## src/rtl/song_reader_pkg.sv

```systemverilog
// Shared widths, ROM word layout, FSM encoding and the song table for song_reader.
// The song table is a constant function so the ROM elaborates without an init file.
package song_reader_pkg;
  localparam int NOTE_W = 6;
  localparam int DUR_W  = 6;
  localparam int SONG_W = 2;
  localparam int WORD_W = NOTE_W + DUR_W;

  typedef struct packed {
    logic [NOTE_W-1:0] note;
    logic [DUR_W-1:0]  dur;
  } rom_word_t;

  typedef enum logic [2:0] {
    ST_FETCH,
    ST_WAIT_ROM,
    ST_LOAD,
    ST_WAIT_DONE,
    ST_DONE
  } state_t;

  // dur == 0 is the end-of-song marker; unlisted slots read as markers.
  function automatic rom_word_t song_word(input logic [SONG_W-1:0] song,
                                          input logic [15:0]       idx);
    rom_word_t w;
    w = '0;
    case (song)
      2'd0: begin
        case (idx)
          16'd0:   w = '{note: 6'd10, dur: 6'd4};
          16'd1:   w = '{note: 6'd20, dur: 6'd2};
          default: w = '0;
        endcase
      end
      2'd1: begin
        if (idx < 16'd32) begin
          w.note = NOTE_W'(idx + 16'd1);
          w.dur  = DUR_W'((idx << 1) + 16'd1);
        end
      end
      2'd2: begin
        case (idx)
          16'd0:   w = '{note: 6'd7, dur: 6'd9};
          16'd1:   w = '{note: 6'd8, dur: 6'd3};
          16'd2:   w = '{note: 6'd9, dur: 6'd1};
          default: w = '0;
        endcase
      end
      default: w = '0;
    endcase
    return w;
  endfunction
endpackage

```

## src/rtl/song_reader_rom.sv

```systemverilog
// Synchronous-read song ROM: dout is valid the cycle after addr is presented.
module song_rom
  import song_reader_pkg::*;
#(
  parameter int IDX_W = 5
) (
  input  logic                    clk,
  input  logic [SONG_W+IDX_W-1:0] addr,
  output logic [WORD_W-1:0]       dout
);
  always_ff @(posedge clk) begin
    dout <= song_word(addr[SONG_W+IDX_W-1 -: SONG_W], 16'(addr[IDX_W-1:0]));
  end
endmodule

```

## src/rtl/song_reader.sv

```systemverilog
// Walks the selected song one note at a time, strobing each note into the player
// and waiting for its done level before fetching the next word.
module song_reader
  import song_reader_pkg::*;
#(
  parameter int IDX_W = 5
) (
  input  logic              clk,
  input  logic              reset,
  input  logic              play,
  input  logic [SONG_W-1:0] song,
  input  logic              note_done,
  output logic [NOTE_W-1:0] note,
  output logic [DUR_W-1:0]  duration,
  output logic              new_note,
  output logic              song_done,
  output logic [IDX_W-1:0]  note_index
);
  state_t            state, state_nxt;
  logic [SONG_W-1:0] song_q;
  logic [WORD_W-1:0] rom_dout;
  rom_word_t         rom_w;
  logic              song_chg, last_idx;
  logic              ld_word, inc_idx, set_done;

  assign song_chg = (song != song_q);
  assign last_idx = (note_index == '1);
  assign rom_w    = rom_word_t'(rom_dout);
  assign new_note = (state == ST_LOAD) && play;

  // Address is held steady while frozen, so ROM data stays valid in WAIT_ROM.
  song_rom #(.IDX_W(IDX_W)) u_rom (
    .clk  (clk),
    .addr ({song_q, note_index}),
    .dout (rom_dout)
  );

  always_comb begin
    state_nxt = state;
    ld_word   = 1'b0;
    inc_idx   = 1'b0;
    set_done  = 1'b0;
    if (song_chg) begin
      state_nxt = ST_FETCH;
    end else if (play) begin
      case (state)
        ST_FETCH:    state_nxt = ST_WAIT_ROM;
        ST_WAIT_ROM: begin
          if (rom_w.dur == '0) begin
            state_nxt = ST_DONE;
            set_done  = 1'b1;
          end else begin
            state_nxt = ST_LOAD;
            ld_word   = 1'b1;
          end
        end
        ST_LOAD:     state_nxt = ST_WAIT_DONE;
        ST_WAIT_DONE: begin
          if (note_done) begin
            if (last_idx) begin
              state_nxt = ST_DONE;
              set_done  = 1'b1;
            end else begin
              state_nxt = ST_FETCH;
              inc_idx   = 1'b1;
            end
          end
        end
        ST_DONE:     state_nxt = ST_DONE;
        default:     state_nxt = ST_FETCH;
      endcase
    end
  end

  // Song change outranks play; note/duration keep their last values across it.
  always_ff @(posedge clk) begin
    if (reset) begin
      state      <= ST_FETCH;
      song_q     <= song;
      note_index <= '0;
      note       <= '0;
      duration   <= '0;
      song_done  <= 1'b0;
    end else begin
      state <= state_nxt;
      if (song_chg) begin
        song_q     <= song;
        note_index <= '0;
        song_done  <= 1'b0;
      end else begin
        if (inc_idx)  note_index <= note_index + IDX_W'(1);
        if (set_done) song_done  <= 1'b1;
        if (ld_word) begin
          note     <= rom_w.note;
          duration <= rom_w.dur;
        end
      end
    end
  end
endmodule

```

## config.mk

```make
export PLATFORM = sky130hd
export DESIGN_NAME = song_reader
export DESIGN_NICKNAME = d
export VERILOG_FILES = /design/src/rtl/song_reader_pkg.sv /design/src/rtl/song_reader_rom.sv /design/src/rtl/song_reader.sv
export SDC_FILE = /design/constraint.sdc
export NUM_CORES = 1
export LEC_CHECK = 0
export BUFFER_PORTS_ARGS = -buffer_cell sky130_fd_sc_hd__clkbuf_2
export CAP_MARGIN = 20
export CORE_ASPECT_RATIO = 2
export CORE_MARGIN = 1.5
export CORE_UTILIZATION = 49
export CTS_CLUSTER_SIZE = 30
export DETAILED_ROUTE_END_ITERATION = 8
export PLACE_DENSITY = 0.73
export SYNTH_ARGS = -nofsm -noshare
export SYNTH_HDL_FRONTEND = slang
export SYNTH_SLANG_ARGS = --single-unit
```

## constraint.sdc

```tcl
create_clock -name clk -period 1.7 [get_ports clk]
set_input_delay 0.34 -clock clk [delete_from_list [all_inputs] [get_ports clk]]
set_output_delay 0.34 -clock clk [all_outputs]
set_load 0.01 [all_outputs]
```

==> run_results.csv <==
group,metric,value,unit
outcome,status,"complete, no violations",
sta,final_hold_viol_count,0,
clock_tree,cts_hold_buf,0,
global_route,grt_overflow_total,0,
global_route,first_global_vias,1097,
power_and_ir_drop,vdd_drop_max,0.669,mV
synth,synthMostInstantiatedCell,"dfxtp_1",
synth,synth_compound_area_share,9.63,%
floorplanning,dieArea,3520,µm²
clock_tree,clkLatencyLatePin,0.29,ns
placed_design,gp_congestion,0.923,
synth,syn_area,1550,µm²
floorplanning,coreArea,2980,µm²
sta,max_freq,630,MHz
cells_and_area,antennaDiodeCount,0,
detailed_routing,drt_iter0_drc,20,
clock_tree,cts_sinks,35,
power_and_ir_drop,p_per_area,843,nW/µm²
detailed_routing,vias,1197,
synth,synth_flop_cell,"dfxtp_1",
sta,setup_ws,0.112,ns
sta,finalCritPeriodShare,93.4,%
global_route,grt_max_degree,25,
floorplanning,ioPinCount,25,
run,cap_viol_max_count,0,
global_route,grt_pass1_wl,4640,µm
synth,syn_inst,156,
global_route,track_usage,17.7,%
setup_path,path_class,"reg -> reg",
synth,yosys_warnings,0,
setup_path,slowest_delay,0.32,ns
detailed_routing,drtAntennaViolNets,0,
synth,synth_cell_types,35,
synth,syn_avg_cell_area,9.91,µm²
floorplanning,die_h,82.5,µm
placed_design,io_buffers,24,
sta,setup_viol,0,
clock_tree,clockRootBuffer,"clkbuf_8",
placed_design,dp_hpwl,2090,µm
synth,yosys.area_share.adder,4.05,%
power_and_ir_drop,power_leakage,0.739,nW
sta,post-route-min-period,1.59,ns
detailed_routing,finalWirelength,2790,µm
synth,synth_seq_cells,35,
synth,netlist.area_leader.share,42.7,%
cells_and_area,nFillCells,247,
detailed_routing,wl_per_cell,12.5,µm
synth,synth_edf_count,2,
setup_path,path_cells,"ha_1 -> and3_1 -> ha_2 -> nor3_4 -> mux2i_1 -> nor2_1",
cells_and_area,syn2layout_area_growth,21.7,%
floorplanning,rows,28,
placed_design,place_ws,-0.00405,ns
clock_tree,cts_setup_buffers,0,
synth,async_flop_share,0,%
floorplanning,die_width,42.7,µm
setup_path,critical-path-slowest-cell,"dfxtp_1",
sta,skew,0.00548,ns
worst_hold_path,hold_path_class,"in -> reg",
synth,synth_nets,167,
detailed_routing,drc,0,
setup_path,crit_path_end_kind,"flip-flop",
synth,yosys.area.top_type,"dfxtp_1",
sta,finalSetupTns,0,ns
synth,synth_top_family_by_area,"simple AND/OR/NAND/NOR gates",
setup_path,cp_max_fo,4,
power_and_ir_drop,total_power,0.00159,W
synth,synth.area.mux_share,9.71,%
clock_tree,cts_tree,"yes",
setup_path,critPathArrivalTime,1.76,ns
synth,synth.area.top_cells,"dfxtp_1 43%, mux2i_1 9.7%, nand2b_1 9.7%, ha_1 4.0%, edfxtp_1 3.9%",
cells_and_area,register_area,721,µm²
setup_path,required,1.88,ns
synth,yosysSeqAreaShare,46.6,%
detailed_routing,post_drt_via_cell_ratio,5.34,
cells_and_area,multiInputGateArea,788,µm²
sta,worst_slew_pin_slew,0.430,ns
sta,rsz0062_at_grt,"false",
global_route,grt_antenna_before_repair,0,
cells_and_area,final_net_count,205,
clock_tree,htree_levels,2,
synth,yosys-top-cells-count,"33 x dfxtp_1, 24 x nand2b_1, 15 x mux2i_1",
floorplanning,initial_core_util,51.9,%
clock_tree,path_clk_slew,0.07,ns
synth,synthXorXnorAreaFrac,3.96,%
setup_path,crit_path_start_kind,"flip-flop",
clock_tree,clockBufferDepth,2,
cells_and_area,drive_gt1_share,27.8,%
detailed_routing,firstDrtPassIters,4,
sta,max_slew_margin,71.3,%
clock_tree,cts-buffers-inserted,5,
synth,yosys.area_share.simple,22.4,%
sta,drv_slew,0,
==> kinds of logic after synthesis <==
kind of cell    Yosys count
fa+ha+maj                 5
simple gates             60
xor+xnor                  7
mux                      15
buf+inv                  13
compound gates           21
flops                    35
==> registers in the layout, indices dropped and copies added (netlist names) <==
signal / flops
note_index: 5
u_rom.dout: 12
note: 6
state: 3
song_done: 1
song_q: 2
duration: 6
==> repair_timing <==
item / in CTS / in global routing
pin swaps: 0 / 1
gates resized for setup: 1 / 2
setup endpoints to repair: 1 / 15
==> cell usage in the layout (no fill, tap or decap) <==
master / Yosys / layout
ha_1: 5 / 4
nor4_1: 2 / 2
o21ai_0: 4 / 4
clkbuf_8: 0 / 6
mux2i_1: 15 / 15
or3_1: 1 / 1
a21oi_1: 8 / 8
nor4_2: 1 / 1
or2b_1: 1 / 1
nand2_1: 9 / 9
nand4b_1: 1 / 1
ha_2: 0 / 1
nor2_4: 0 / 1
a22o_1: 1 / 1
or2_2: 1 / 1
nor2_1: 9 / 9
xnor2_1: 6 / 6
clkinv_2: 0 / 1
a221oi_1: 2 / 2
and2_1: 2 / 2
dfxtp_1: 33 / 33
nor3_4: 0 / 1
a22oi_1: 2 / 2
and3_1: 1 / 1
buf_4: 0 / 14
clkbuf_2: 0 / 24
edfxtp_1: 2 / 2
and4bb_2: 1 / 1
o31ai_4: 1 / 1
a32o_1: 1 / 1
nand3_1: 1 / 1
a31o_2: 1 / 1
or4_4: 1 / 1
o211ai_1: 1 / 1
xor2_1: 1 / 1
inv_1: 6 / 6
nor3_1: 3 / 2
nor2b_1: 1 / 1
nand2b_1: 24 / 24
==> cell type report <==
type                            count  area share (%)
Inverter                            6            1.20
Clock buffer                        6            4.39
Tap cell                           30            1.99
Clock inverter                      1           0.266
Multi-Input combinational cell    108            41.9
Sequential cell                    35            38.3
Timing Repair Buffer               38            12.0
==> routing by layer <==
layer / share of wire (%) / vias up / track usage (%)
met4: 4.0 / 0 / 13.8
met3: 4.6 / 10 / 5.22
met2: 53 / 42 / 30.5
met1: 38 / 540 / 17.2
li1: - / 605 / -
met5: 0 / - / 0
==> path summary, 6_finish.rpt <==
check | start | end | slack [ns] | depth (start not counted)
max | note_index[0] | note_index[1] | 0.11 | 6
min | song[1] | song_q[1] | 0.26 | 1
max reg2reg | note_index[0] | note_index[1] | 0.11 | 6
min reg2reg | u_rom.dout[7] | note[1] | 0.45 | 2
==> critical path, delay by kind of cell (launching register included) <==
family | cells | cell delay [ns]
AND/OR/NAND/NOR | 3 | 0.51
adder cells (fa/ha/maj) | 2 | 0.41
flip-flops | 1 | 0.32
multiplexers | 1 | 0.23
==> metrics by stage <==
stage	cells	hold WS [ns]	cell area, µm²	utilization (%)
3_5_place_dp	217	0.444	1780	59.8
2_1_floorplan	156	0.438	1550	-
4_1_cts	224	0.252	1870	62.9
3_3_place_gp	217	0.433	1780	59.8
6_report	224	0.259	1880	63.2
5_1_grt	224	0.246	1880	63.2
==> report_power, final <==
part	switching, W	internal (W)	total, W
logic	0.0000667	0.0000594	0.000126
registers	0.0000120	0.000853	0.000865
clock network	0.000277	0.000317	0.000594
total	0.000356	0.00123	0.00159
(Power assumes the default switching activity.)
